===== config.mk =====
export PLATFORM = sky130hd
export DESIGN_NAME = sram_coef_sched_flat
export DESIGN_NICKNAME = d
export VERILOG_FILES = /design/src/rtl/fir_ram_pkg.sv /design/src/rtl/sram_coef_sched_if.sv /design/src/rtl/sram_coef_sched.sv /design/src/flat_wrapper.sv
export SDC_FILE = /design/constraint.sdc
export NUM_CORES = 1
export LEC_CHECK = 0
export CORE_ASPECT_RATIO = 1.2
export CORE_MARGIN = 5
export CORE_UTILIZATION = 35
export DETAILED_ROUTE_END_ITERATION = 10
export GPL_TIMING_DRIVEN = 0
export PLACE_DENSITY = 0.71
export RECOVER_POWER = 25
export SLEW_MARGIN = 20
export SYNTH_ARGS = -nofsm -noshare
export SYNTH_HDL_FRONTEND = slang
export SYNTH_SLANG_ARGS = --single-unit
export TNS_END_PERCENT = 100

===== constraint.sdc =====
create_clock -name iClk_12M -period 2.6 [get_ports iClk_12M]
set_input_delay 0.52 -clock iClk_12M [delete_from_list [all_inputs] [get_ports iClk_12M]]
set_output_delay 0.52 -clock iClk_12M [all_outputs]
set_load 0.005 [all_outputs]

===== src/rtl/fir_ram_pkg.sv =====
// Shared constants for the FIR coefficient SRAM scheduler:
// state encoding, SRAM strobe levels and the tap address width.
package fir_ram_pkg;

  localparam logic [1:0] IDLE  = 2'd0;
  localparam logic [1:0] WRITE = 2'd1;
  localparam logic [1:0] READ  = 2'd2;
  localparam logic [1:0] DRAIN = 2'd3;

  localparam logic CSN_ON  = 1'b0;
  localparam logic CSN_OFF = 1'b1;
  localparam logic WRN_WR  = 1'b0;
  localparam logic WRN_RD  = 1'b1;

  localparam int ADDR_W = 6;

  typedef enum logic [1:0] {
    ST_IDLE  = IDLE,
    ST_WRITE = WRITE,
    ST_READ  = READ,
    ST_DRAIN = DRAIN
  } state_t;

  // Tap addresses are 1-based; 0 and anything past the last tap are holes.
  function automatic logic addrOk(
    input logic [ADDR_W-1:0] a,
    input int                depth
  );
    return (a != '0) && (int'(a) <= depth);
  endfunction

endpackage


===== src/rtl/sram_coef_sched_if.sv =====
// Coefficient-write handshake plus the SRAM pin bundle.
// master = scheduler view, slave = host/SRAM view.
interface sram_coef_sched_if #(
  parameter int DATA_WIDTH = 16
);
  import fir_ram_pkg::*;

  logic                  iCoefValid;
  logic                  oCoefReady;
  logic [ADDR_W-1:0]     iCoefAddr;
  logic [DATA_WIDTH-1:0] iCoefData;

  logic                  oCsnRam;
  logic                  oWrnRam;
  logic [ADDR_W-1:0]     oAddrRam;
  logic [DATA_WIDTH-1:0] oWrDtRam;
  logic [DATA_WIDTH-1:0] iRdDtRam;

  modport master (
    input  iCoefValid,
    input  iCoefAddr,
    input  iCoefData,
    input  iRdDtRam,
    output oCoefReady,
    output oCsnRam,
    output oWrnRam,
    output oAddrRam,
    output oWrDtRam
  );

  modport slave (
    output iCoefValid,
    output iCoefAddr,
    output iCoefData,
    output iRdDtRam,
    input  oCoefReady,
    input  oCsnRam,
    input  oWrnRam,
    input  oAddrRam,
    input  oWrDtRam
  );

endinterface


===== src/rtl/sram_coef_sched.sv =====
// Single-port coefficient SRAM scheduler: host writes between
// sweeps, per-sample tap sweeps streamed to the MAC datapath.
module sram_coef_sched
  import fir_ram_pkg::*;
#(
  parameter int DATA_WIDTH = 16,
  parameter int ADDR_DEPTH = 33
) (
  input  logic                  iClk_12M,
  input  logic                  iRst,
  input  logic                  iSampleValid,
  sram_coef_sched_if.master     bus,
  output logic [DATA_WIDTH-1:0] oCoefOut,
  output logic                  oCoefOutValid,
  output logic [ADDR_W-1:0]     oTapIdx,
  output logic                  oSweepDone,
  output logic                  oOverrun,
  output logic                  oAddrErr
);

  localparam logic [ADDR_W-1:0] LAST = ADDR_W'(ADDR_DEPTH);
  localparam logic [ADDR_W-1:0] FIRST = ADDR_W'(1);

  state_t                state;
  state_t                stateNxt;
  logic                  pend;
  logic                  pendNxt;
  logic                  pendClr;
  logic                  ovr;
  logic [ADDR_W-1:0]     tapCnt;
  logic [ADDR_W-1:0]     tapCntNxt;

  logic                  csnQ;
  logic                  csnNxt;
  logic                  wrnQ;
  logic                  wrnNxt;
  logic [ADDR_W-1:0]     addrQ;
  logic [ADDR_W-1:0]     addrNxt;
  logic [DATA_WIDTH-1:0] wrDtQ;
  logic [DATA_WIDTH-1:0] wrDtNxt;
  logic                  addrErrQ;
  logic                  addrErrNxt;

  logic                  rdStrobe;
  logic                  vldQ;
  logic [ADDR_W-1:0]     tapQ;
  logic                  doneQ;

  assign bus.oCoefReady = (state == ST_IDLE)
                        && !iSampleValid
                        && !pend;

  assign rdStrobe = (csnQ == CSN_ON) && (wrnQ == WRN_RD);

  always_comb begin
    stateNxt   = state;
    tapCntNxt  = tapCnt;
    csnNxt     = CSN_OFF;
    wrnNxt     = WRN_RD;
    addrNxt    = addrQ;
    wrDtNxt    = wrDtQ;
    addrErrNxt = 1'b0;
    pendClr    = 1'b0;
    unique case (state)
      ST_IDLE: begin
        if (iSampleValid || pend) begin
          stateNxt  = ST_READ;
          pendClr   = 1'b1;
          tapCntNxt = FIRST;
          csnNxt    = CSN_ON;
          addrNxt   = FIRST;
        end else if (bus.iCoefValid) begin
          stateNxt = ST_WRITE;
          wrnNxt   = WRN_WR;
          addrNxt  = bus.iCoefAddr;
          wrDtNxt  = bus.iCoefData;
          if (addrOk(bus.iCoefAddr, ADDR_DEPTH)) begin
            csnNxt = CSN_ON;
          end else begin
            addrErrNxt = 1'b1;
          end
        end
      end
      ST_WRITE: begin
        stateNxt = ST_IDLE;
      end
      ST_READ: begin
        if (tapCnt == LAST) begin
          stateNxt = ST_DRAIN;
        end else begin
          csnNxt    = CSN_ON;
          tapCntNxt = tapCnt + 1'b1;
          addrNxt   = tapCnt + 1'b1;
        end
      end
      ST_DRAIN: begin
        if (pend) begin
          stateNxt  = ST_READ;
          pendClr   = 1'b1;
          tapCntNxt = FIRST;
          csnNxt    = CSN_ON;
          addrNxt   = FIRST;
        end else begin
          stateNxt = ST_IDLE;
        end
      end
      default: stateNxt = ST_IDLE;
    endcase
  end

  // DRAIN consumes the pending request in the same cycle it may be
  // re-armed, so a sample there is queued rather than dropped.
  always_comb begin
    ovr     = iSampleValid && pend && (state != ST_DRAIN);
    pendNxt = pend;
    if (iSampleValid && (state != ST_IDLE) && !ovr) begin
      pendNxt = 1'b1;
    end else if (pendClr) begin
      pendNxt = 1'b0;
    end
    oOverrun = ovr && !iRst;
  end

  always_ff @(posedge iClk_12M) begin
    if (iRst) begin
      state    <= ST_IDLE;
      pend     <= 1'b0;
      tapCnt   <= '0;
      csnQ     <= CSN_OFF;
      wrnQ     <= WRN_RD;
      addrQ    <= '0;
      wrDtQ    <= '0;
      addrErrQ <= 1'b0;
      vldQ     <= 1'b0;
      tapQ     <= '0;
      doneQ    <= 1'b0;
    end else begin
      state    <= stateNxt;
      pend     <= pendNxt;
      tapCnt   <= tapCntNxt;
      csnQ     <= csnNxt;
      wrnQ     <= wrnNxt;
      addrQ    <= addrNxt;
      wrDtQ    <= wrDtNxt;
      addrErrQ <= addrErrNxt;
      vldQ     <= rdStrobe;
      tapQ     <= addrQ;
      doneQ    <= rdStrobe && (addrQ == LAST);
    end
  end

  assign bus.oCsnRam  = csnQ;
  assign bus.oWrnRam  = wrnQ;
  assign bus.oAddrRam = addrQ;
  assign bus.oWrDtRam = wrDtQ;

  assign oCoefOut      = bus.iRdDtRam;
  assign oCoefOutValid = vldQ;
  assign oTapIdx       = tapQ;
  assign oSweepDone    = doneQ;
  assign oAddrErr      = addrErrQ;

endmodule


===== src/flat_wrapper.sv =====
// flat-port wrapper written by rule: the top's interface ports become plain ports
module sram_coef_sched_flat import fir_ram_pkg::*;
#(
  parameter int DATA_WIDTH = 16,
  parameter int ADDR_DEPTH = 33
)
  (iClk_12M, iRst, iSampleValid, oCoefOut, oCoefOutValid, oTapIdx, oSweepDone, oOverrun, oAddrErr, bus_iCoefValid, bus_iCoefAddr, bus_iCoefData, bus_iRdDtRam, bus_oCoefReady, bus_oCsnRam, bus_oWrnRam, bus_oAddrRam, bus_oWrDtRam);
  sram_coef_sched_if #(.DATA_WIDTH(DATA_WIDTH)) bus_i ();
  input  logic iClk_12M;
  input  logic iRst;
  input  logic iSampleValid;
  output logic [DATA_WIDTH-1:0] oCoefOut;
  output logic oCoefOutValid;
  output logic [ADDR_W-1:0] oTapIdx;
  output logic oSweepDone;
  output logic oOverrun;
  output logic oAddrErr;
  input wire logic [$bits(bus_i.iCoefValid)-1:0] bus_iCoefValid;
  input wire logic [$bits(bus_i.iCoefAddr)-1:0] bus_iCoefAddr;
  input wire logic [$bits(bus_i.iCoefData)-1:0] bus_iCoefData;
  input wire logic [$bits(bus_i.iRdDtRam)-1:0] bus_iRdDtRam;
  output wire logic [$bits(bus_i.oCoefReady)-1:0] bus_oCoefReady;
  output wire logic [$bits(bus_i.oCsnRam)-1:0] bus_oCsnRam;
  output wire logic [$bits(bus_i.oWrnRam)-1:0] bus_oWrnRam;
  output wire logic [$bits(bus_i.oAddrRam)-1:0] bus_oAddrRam;
  output wire logic [$bits(bus_i.oWrDtRam)-1:0] bus_oWrDtRam;
  assign bus_i.iCoefValid = bus_iCoefValid;
  assign bus_i.iCoefAddr = bus_iCoefAddr;
  assign bus_i.iCoefData = bus_iCoefData;
  assign bus_i.iRdDtRam = bus_iRdDtRam;
  assign bus_oCoefReady = bus_i.oCoefReady;
  assign bus_oCsnRam = bus_i.oCsnRam;
  assign bus_oWrnRam = bus_i.oWrnRam;
  assign bus_oAddrRam = bus_i.oAddrRam;
  assign bus_oWrDtRam = bus_i.oWrDtRam;
  sram_coef_sched #(.DATA_WIDTH(DATA_WIDTH), .ADDR_DEPTH(ADDR_DEPTH)) u_core (.iClk_12M(iClk_12M), .iRst(iRst), .iSampleValid(iSampleValid), .bus(bus_i), .oCoefOut(oCoefOut), .oCoefOutValid(oCoefOutValid), .oTapIdx(oTapIdx), .oSweepDone(oSweepDone), .oOverrun(oOverrun), .oAddrErr(oAddrErr));
endmodule

==> impl_results.html <==
<table>
<tr><th>Metric</th><th>Value</th></tr>
<tr><th colspan="2">Critical path</th></tr>
<tr><td>CP required</td><td>2.08 ns</td></tr>
<tr><td>Class of the most critical setup path</td><td>input port to primary output</td></tr>
<tr><td>Cell-by-cell listing of the critical path</td><td>dlygate4sd2_1 -&gt; clkbuf_4 -&gt; nor4bb_1 -&gt; clkdlybuf4s50_1</td></tr>
<tr><td>Sort of element at the end of the critical path</td><td>primary output</td></tr>
<tr><td>Critical-path maximum fanout</td><td>10</td></tr>
<tr><td>Highest cell delay on the worst timing path</td><td>0.55 ns</td></tr>
<tr><td>Worst-path cell with the longest stage delay</td><td>clkdlybuf4s50_1</td></tr>
<tr><td>Register-to-Register Path Depth</td><td>6</td></tr>
<tr><td>Startpoint kind of the worst setup timing path</td><td>input port</td></tr>
<tr><td>Data arrival time of the critical path</td><td>1.91 ns</td></tr>
<tr><th colspan="2">Floorplan</th></tr>
<tr><td>Core Area</td><td>0.00526 mm^2</td></tr>
<tr><td>Top-level I/O count</td><td>93</td></tr>
<tr><td>Area of the die</td><td>0.00694 mm^2</td></tr>
<tr><td>Starting density of the core</td><td>35.7%</td></tr>
<tr><td>Die span in x</td><td>76.9 um</td></tr>
<tr><td>Number of core rows</td><td>29</td></tr>
<tr><td>Die boundary height</td><td>90.3 um</td></tr>
<tr><th colspan="2">Finish</th></tr>
<tr><td>Combined flip-flop and latch cell area</td><td>841 um^2</td></tr>
<tr><td>Count of inserted antenna diode cells</td><td>0</td></tr>
<tr><td>Share of post-route cells with drive strength above 1</td><td>13.0%</td></tr>
<tr><td>Number of nets at the end of the flow</td><td>346</td></tr>
<tr><td>Area of combinational cells with multiple inputs</td><td>828 um^2</td></tr>
<tr><td>Area grow syn2layout</td><td>50.3%</td></tr>
<tr><td>Count of fill cells added during filler insertion</td><td>495</td></tr>
<tr><th colspan="2">Global routing</th></tr>
<tr><td>Vias in the first global route</td><td>1692</td></tr>
<tr><td>Met1 routing resource usage after global routing</td><td>14.2%</td></tr>
<tr><td>Routing layer with the top usage in global route</td><td>met2</td></tr>
<tr><td>Aggregate global-route resource usage</td><td>13.4%</td></tr>
<tr><td>Wire length of the first global-routing pass</td><td>7.71 mm</td></tr>
<tr><td>Global-route met3 utilization</td><td>3.89%</td></tr>
<tr><td>Maximum number of pins on one net before global-route repair</td><td>14</td></tr>
<tr><td>Grt ovf</td><td>0</td></tr>
<tr><td>Number of antenna violations at the first check in global routing</td><td>0</td></tr>
<tr><td>Met2 capacity usage during global routing</td><td>23.7%</td></tr>
<tr><th colspan="2">Clock tree</th></tr>
<tr><td>CTS Sinks</td><td>42</td></tr>
<tr><td>Post-cts hold buffer count</td><td>0</td></tr>
<tr><td>Clock tree from TritonCTS</td><td>yes</td></tr>
<tr><td>Count of buffers added by post-CTS timing repair for setup</td><td>0</td></tr>
<tr><td>Clock buffer count from CTS</td><td>5</td></tr>
<tr><td>Cell at the root of the clock tree</td><td>clkbuf_8</td></tr>
<tr><td>Worst-path clk slew</td><td>0.08 ns</td></tr>
<tr><td>Maximum number of buffers from clock root to sink</td><td>2</td></tr>
<tr><td>CTS H-tree lvls</td><td>2</td></tr>
<tr><td>Clock insertion delay at the later pin of the skew report</td><td>0.29 ns</td></tr>
<tr><td>Post-cts repair resize count</td><td>9</td></tr>
<tr><th colspan="2">Logic synthesis</th></tr>
<tr><td>Number of nets in the synthesized netlist</td><td>263</td></tr>
<tr><td>Post-Syn Area per Cell</td><td>8.74 um^2</td></tr>
<tr><td>Fraction of registers with async set/reset</td><td>0%</td></tr>
<tr><td>Instance count of the mapped netlist</td><td>215</td></tr>
<tr><td>Post-Syn Area</td><td>0.00188 mm^2</td></tr>
<tr><td>Top_reg_cell synth</td><td>dfxtp_1</td></tr>
<tr><td>Distinct cell type count after synthesis</td><td>42</td></tr>
<tr><td>Post-synth EDFFs</td><td>0</td></tr>
<tr><td>Sequential-to-total area share from yosys stat</td><td>44.7%</td></tr>
<tr><td>Synth warn</td><td>0</td></tr>
<tr><td>Yosys reg bits</td><td>42</td></tr>
<tr><th colspan="2">Timing</th></tr>
<tr><td>Total negative slack</td><td>0 ns</td></tr>
<tr><td>Count of endpoints failing hold in the final timing report</td><td>0</td></tr>
<tr><td>Slew @ Worst Pin</td><td>0.899 ns</td></tr>
<tr><td>Final setup vio count</td><td>0</td></tr>
<tr><td>Hold Worst Slack</td><td>0.429 ns</td></tr>
<tr><td>Max-slew headroom at the worst pin</td><td>39.5%</td></tr>
<tr><td>Setup clock skew after layout</td><td>0.00644 ns</td></tr>
<tr><td>Fmax</td><td>411 MHz</td></tr>
<tr><td>Final Max Tran Viols</td><td>0</td></tr>
<tr><td>RSZ-0062 raised after global routing</td><td>no</td></tr>
<tr><td>Minimum period implied by the final worst setup slack</td><td>2.43 ns</td></tr>
<tr><td>Final worst path period share</td><td>93.5%</td></tr>
<tr><th colspan="2">Worst hold path</th></tr>
<tr><td>Hold Path Depth</td><td>1</td></tr>
<tr><td>Hold crit path type</td><td>flip-flop to flip-flop</td></tr>
<tr><th colspan="2">Pwr</th></tr>
<tr><td>Peak VDD IR</td><td>0.254 mV</td></tr>
<tr><td>Power consumption</td><td>0.00224 W</td></tr>
<tr><td>LEAKAGE</td><td>1.09 nW</td></tr>
<tr><td>Power Dens Cells</td><td>794 mW/mm^2</td></tr>
<tr><th colspan="2">Detailed routing</th></tr>
<tr><td>DR DRC count</td><td>0</td></tr>
<tr><td>Routed via count</td><td>1785</td></tr>
<tr><td>Number of routed nets with antenna violations</td><td>0</td></tr>
<tr><td>Wire per inst</td><td>13.3 um</td></tr>
<tr><td>Final routed wirelength across all metal layers</td><td>4.79 mm</td></tr>
<tr><td>Iteration-0 DRC Markers</td><td>89</td></tr>
<tr><td>Post-detailed-route via-to-cell ratio</td><td>4.94</td></tr>
<tr><td>Initial DRT Pass Iterations</td><td>4</td></tr>
<tr><th colspan="2">Placed design</th></tr>
<tr><td>Half-perimeter wire length after placement</td><td>3.70 mm</td></tr>
<tr><td>Count of buffers inserted at the top-level ports</td><td>76</td></tr>
<tr><td>Final estimated routing congestion in global placement</td><td>0.823</td></tr>
<tr><th colspan="2">Flow run</th></tr>
<tr><td>Max-cap check violation count</td><td>0</td></tr>
<tr><th colspan="2">Outcome</th></tr>
<tr><td>Outcome</td><td>completed</td></tr>
</table>
## stage by stage
step	setup WS (ns)	util (%)	cells	area, um^2
after global placement	-0.182	51.7	353	2720
after CTS	0.177	53.7	361	2830
after detailed placement	-0.186	51.7	353	2720
after global routing	0.0579	53.7	361	2830
final	0.168	53.7	361	2830
after floorplan	0.795	-	215	1880
## layout make-up
type / instances / share of cell area (%)
tap: 62 / 2.75
timing repair buffer: 76 / 26.8
clock buffer: 6 / 2.92
inverter: 7 / 0.974
sequential: 42 / 29.8
clock inverter: 2 / 0.443
multi-input combinational: 140 / 29.3
buffer: 26 / 7.04
## final timing paths
check / slack, ns / from / endpoint
max: 0.17 / iRst / oOverrun
min: 0.43 / u_core.bus.oCsnRam$_SDFF_PP1_ / u_core.oCoefOutValid$_SDFF_PP0_
max reg2reg: 0.62 / u_core.state[0]$_SDFFE_PP0P_ / u_core.bus.oAddrRam[0]$_SDFFE_PP0P_
min reg2reg: 0.43 / u_core.bus.oCsnRam$_SDFF_PP1_ / u_core.oCoefOutValid$_SDFF_PP0_
## Yosys cell counts, types with 2 or more instances
cell type / n / share of area, %
ha_1: 6 / 4.0
buf_4: 17 / 6.8
xor2_1: 2 / 0.93
nor2b_1: 8 / 2.7
nand2_1: 35 / 7.0
buf_6: 3 / 1.8
and4_1: 2 / 0.93
inv_1: 5 / 1.0
nand4_1: 3 / 1.0
nand3_1: 3 / 0.80
o21ai_0: 7 / 1.9
dfxtp_1: 42 / 45
nand2b_1: 2 / 0.67
nand2_2: 2 / 0.67
nor2_1: 5 / 1.0
a21oi_1: 29 / 7.7
clkbuf_1: 5 / 1.0
a31oi_1: 7 / 2.3
nor3_1: 5 / 1.3
a22oi_1: 3 / 1.2
nor4_1: 2 / 0.67
o211ai_1: 2 / 0.80
## kinds of logic (layout without fill, tap and decap cells)
group                      Yosys count  in the layout  synth area share (%)
AOI/OAI and AO/OA                   56             56                  17.8
xor gates and xnor gates             3              3                  1.40
adders and majority gates            6              6                  3.99
buffers and inverters               33            117                  11.9
DFF                                 42             42                  44.7
and+or+nand+nor                     75             75                  20.2
## layout by cell type, fill, tap and decap left out, types with 6 or more instances in the layout
master and instances:
nand2_1 35, nor2b_1 8, clkdlybuf4s50_1 59, clkbuf_8 6, buf_4 17, o21ai_0 7
a31oi_1 7, dfxtp_1 42, a21oi_1 29, dlygate4sd3_1 14
## metal layers
metal  up-vias  wire [um]
met5         -          0
met4         0         70
met3         4        375
met2        70       2480
met1       809       1870
li1        902          -
## registers in the layout (all words and copies together), names as in the netlist
signal / count
u_core.tapCnt: 6
u_core.state: 2
u_core.oTapIdx: 6
u_core.pend: 1
u_core.bus.oWrDtRam: 16
u_core.oCoefOutValid: 1
u_core.bus.oWrnRam: 1
u_core.bus.oCsnRam: 1
u_core.oAddrErr: 1
u_core.bus.oAddrRam: 6
u_core.oSweepDone: 1
## where the power goes
part           internal, W  switching [W]
clock network     0.000214       0.000228
registers         0.000782      0.0000854
logic             0.000508       0.000427
total              0.00150       0.000740
## worst max-delay path: cells and delay by family
kind | cells | cell delay [ns]
simple gates | 1 | 0.29
buf+inv | 3 | 1.10
Power figures use the tool's default switching activity.
